--- src/rtl/spi_pkg.sv ---
// Shared definitions for the SPI receive path.
//   SPI_WORD_WIDTH : default number of bits in one SPI word
//   spi_word_t     : one received SPI word
package spi_pkg;

    localparam int SPI_WORD_WIDTH = 8;

    typedef logic [SPI_WORD_WIDTH-1:0] spi_word_t;

endpackage : spi_pkg

--- src/rtl/spi_buffer.sv ---
// SPI slave receive buffer. Shifts DI in MSB first while CS is low and the
// system reports IsInitialized. Each complete word is latched into Buffer,
// and Changed pulses for one clock.
//
// Ports:
//   CLK           : SPI serial clock; every register updates on its rising edge
//   reset         : synchronous, active-high reset
//   DI            : serial data in (MOSI)
//   CS            : chip select, active low
//   IsInitialized : receive enable; 0 holds the receiver idle
//   Buffer        : last completely received word
//   Changed       : one-cycle strobe marking a new word in Buffer
module spi_buffer
    import spi_pkg::*;
#(
    parameter int WIDTH = SPI_WORD_WIDTH
) (
    input  logic             CLK,
    input  logic             reset,
    input  logic             DI,
    input  logic             CS,
    input  logic             IsInitialized,
    output logic [WIDTH-1:0] Buffer,
    output logic             Changed
);

    localparam int CntW = (WIDTH > 1) ? $clog2(WIDTH) : 1;
    localparam logic [CntW-1:0] LastCnt = CntW'(WIDTH - 1);

    logic [WIDTH-1:0] sr;
    logic [WIDTH-1:0] srNext;
    logic [CntW-1:0]  cnt;
    logic             idle;

    // The word completes from the bit sampled on this edge, so Buffer is
    // loaded from the shifted value rather than from sr itself.
    assign srNext = {sr[WIDTH-2:0], DI};
    assign idle   = CS || !IsInitialized;

    always_ff @(posedge CLK) begin
        if (reset) begin
            sr      <= '0;
            cnt     <= '0;
            Buffer  <= '0;
            Changed <= 1'b0;
        end else if (idle) begin
            // Any partial word is dropped; the next select starts at bit 0.
            sr      <= '0;
            cnt     <= '0;
            Changed <= 1'b0;
        end else begin
            sr <= srNext;
            if (cnt == LastCnt) begin
                Buffer  <= srNext;
                Changed <= 1'b1;
                cnt     <= '0;
            end else begin
                cnt     <= cnt + 1'b1;
                Changed <= 1'b0;
            end
        end
    end

endmodule : spi_buffer

--- config.mk ---
export PLATFORM = sky130hd
export DESIGN_NAME = spi_buffer
export DESIGN_NICKNAME = d
export VERILOG_FILES = /design/src/rtl/spi_pkg.sv /design/src/rtl/spi_buffer.sv
export SDC_FILE = /design/constraint.sdc
export NUM_CORES = 1
export LEC_CHECK = 0
export CAP_MARGIN = 25
export CORE_MARGIN = 2
export CORE_UTILIZATION = 51
export CTS_BUF_LIST = sky130_fd_sc_hd__clkbuf_8
export DETAILED_ROUTE_END_ITERATION = 16
export GPL_TIMING_DRIVEN = 0
export MAX_ROUTING_LAYER = met4
export PLACE_DENSITY = 0.79
export SLEW_MARGIN = 10
export SYNTH_ARGS = -nofsm -noshare
export SYNTH_HDL_FRONTEND = slang
export SYNTH_SLANG_ARGS = --single-unit
export TNS_END_PERCENT = 100
--- constraint.sdc ---
create_clock -name CLK -period 1.4 [get_ports CLK]
set_clock_uncertainty 0.05 [all_clocks]
set_input_delay 0.28 -clock CLK [delete_from_list [all_inputs] [get_ports CLK]]
set_output_delay 0.28 -clock CLK [all_outputs]
set_load 0.05 [all_outputs]
==> results.json <==
{
  "area_delta_synth_final_pct": 29.0,
  "synth-seq-cells": 19,
  "r2r_start": "cnt[0]",
  "syn_area_um2": 707,
  "p_int_uw": 760,
  "synth-xor-area-share": 0,
  "pwr-share-comb": 0.038,
  "critical_path.cell_chain": "ha_1, ha_2, and3b_2, buf_4, nor2b_1",
  "hold_viol": 0,
  "pwr-share-clk": 0.381,
  "synthCells": 62,
  "cts_hold_buf": 0,
  "cap_violations": 0,
  "dp_hpwl_um": 737,
  "cts_root_buf": "clkbuf_8",
  "clk_pin_slew_ns": 0.06,
  "fin_crit_ns": 1.38,
  "yosys-top-cells-area": "dfxtp_1 (54%), nand2b_1 (14%), mux2i_1 (11%)",
  "critPathCapture": "Changed",
  "status": "completed",
  "p_total_uw": 937,
  "syn_area_per_cell_um2": 11.4,
  "ys.warnings.count": 0,
  "slew_headroom": 0.757,
  "netlist.area_leader.share": 0.538,
  "worst_ep_arrival_time_ns": 1.46,
  "routabilityCongestion": 0.674,
  "r2r_slack_ns": 0.02,
  "path_max_fanout": 4,
  "netSwitchingPower_uw": 177,
  "crit_required_ns": 1.48,
  "antennaDiodeCount": 0,
  "ys_seq_area_frac": 0.538,
  "dieHeight_um": 41.2,
  "cp_slowest_cell": "dfxtp_2",
  "fin_area_um2": 912,
  "die_w_um": 41.2,
  "finalSetupViolations": 0,
  "hold_start": "reset",
  "die-area_um2": 1700,
  "rows": 13,
  "start_kind": "register",
  "port_buffers": 12,
  "placed_area_um2": 846,
  "final_nets": 87,
  "numCtsBuffers": 3,
  "synth.most_common_cell": "dfxtp_1",
  "coreArea_um2": 1300,
  "synth_top_family_by_area": "simple AND/OR/NAND/NOR gates",
  "yosys.area.top_type": "dfxtp_1",
  "ios": 14,
  "async_flop_share": 0,
  "clock_latency_ns": 0.25,
  "syn-num-nets": 69,
  "path_buf_inv": 1,
  "max_freq_mhz": 727,
  "track_usage": 0.170,
  "worst_pin_slew_ns": 0.364,
  "pwr_density_cell_nw_per_um2": 1030,
  "cp-end-kind": "register",
  "synth_flop_cell": "dfxtp_1",
  "drc_errors": 0,
  "ys_types": 12,
  "synth_commonest_cells": "dfxtp_1 (19), nand2b_1 (16), and2_1 (9)",
  "synthMuxAreaShare": 0.113,
  "rsz0062_at_grt": "yes",
  "grt_max_degree": 11,
  "routedWlPerCell_um": 11.8,
  "finalCritPeriodShare": 0.983,
  "criticalPathCategory": "register to register",
  "ant_nets": 0,
  "max_stage_delay_ns": 0.32,
  "hp-class": "primary input to register",
  "via_count": 452,
  "worstRegToRegCells": 5,
  "synth_edf_count": 0,
  "ir_worst_vdd_mv": 0.661,
  "routed_wl_mm": 1.11,
  "grt_pass1_wl_mm": 1.71,
  "clk_path_buf_depth": 2,
  "avgViaCountPerCell": 4.81,
  "clock-sinks": 19,
  "drt-initial-drc-count": 6,
  "cp_num_cells": 5,
  "antenna_found_initial": 0,
  "final_util": 0.701,
  "p_sw_frac": 0.189,
  "maxSlewViolCount": 0,
  "worstSetupStartpoint": "cnt[0]",
  "cts_tree": "yes",
  "yosys.area_share.adder": 0.0354,
  "first_global_vias": 413,
  "start_util": 0.543,
  "path_delay_family": "adder cells",
  "synth-compound-area-share": 0,
  "seq_power_share": 0.581,
  "r2r-end": "Changed",
  "drt_first_pass_iters": 4,
  "drive_gt1_frac": 0.253,
  "fin_tns_setup_ns": 0,
  "p_leak_uw": 0.000344,
  "overflow": 0,
  "htreeDepth": 1,
  "yosys.area_share.simple": 0.281
}
-- flip-flops by register name, indices dropped and copies added (netlist names) --
register / cells
Changed: 1
sr: 7
cnt: 3
Buffer: 8
-- worst min path at each step --
| stage | endpoint | slack [ns] | cells past startpoint |
|---|---|---|---|
| after floorplan | cnt[0] | 0.35 | 1 |
| after global placement | cnt[0] | 0.36 | 1 |
| after detailed placement | cnt[0] | 0.37 | 1 |
| after CTS | Buffer[4] | 0.29 | 3 |
| after global routing | Buffer[0] | 0.31 | 3 |
| final | Buffer[4] | 0.29 | 3 |
-- kinds of logic after synthesis --
family	after synthesis
adders and majority gates	2
buffers and inverters	3
DFF	19
muxes	8
and+or+nand+nor	30
-- power groups by stage --
stage	logic (uW)	registers, uW	clock network (uW)
floorplan	20.3	556	0
global placement	34.4	556	0
detailed placement	35.2	556	0
CTS	36.3	544	365
global route	39.5	544	387
finish	35.9	544	357
-- area by class of cell --
cell class / count / area [um^2]
clock inverter: 1 / 3.75
timing repair buffer: 13 / 126
buffer: 3 / 26.3
fill: 102 / 389
clock buffer: 3 / 41.3
tap: 15 / 18.8
sequential: 19 / 382
multi-input combinational: 40 / 314
-- stage by stage --
step / setup slack (ns) / hold WS (ns) / std cells
final: 0.0240 / 0.291 / 94
after global routing: -0.0113 / 0.312 / 94
after detailed placement: -0.0915 / 0.365 / 89
after CTS: 0.00218 / 0.295 / 93
after global placement: -0.0619 / 0.364 / 89
after floorplan: 0.132 / 0.348 / 62
-- cells in the final DEF, fill, tap and decap left out --
master / count
nor4b_2: 1
clkdlybuf4s50_1: 3
clkbuf_2: 2
ha_1: 1
nor2b_1: 2
ha_2: 1
buf_6: 2
dfxtp_1: 18
buf_4: 1
clkbuf_8: 3
clkdlybuf4s15_2: 7
and2_1: 9
and3b_2: 1
mux2i_1: 8
inv_1: 1
nand2b_1: 16
clkbuf_1: 1
nor3b_2: 1
dfxtp_2: 1
-- routing by layer --
| layer | GRT usage | wire (um) |
|---|---|---|
| met5 | - | 0 |
| met4 | 0.121 | 33 |
| met3 | 0.0326 | 69 |
| met2 | 0.270 | 481 |
| met1 | 0.191 | 528 |
-- tightest hold or removal path, cell delays in order --
cell,delay [ns]
buf_6,0.11
nand2b_1,0.10
mux2i_1,0.06
-- repair_timing --
action | CTS | global route
hold endpoints to repair | 0 | 0
pin swaps | 0 | 1
gates resized for setup | 26 | 7
cloned | 0 | 1
buffers inserted | 0 | 0
setup endpoints to repair | 12 | 7
No activity file was read; power rests on OpenSTA's default activity.
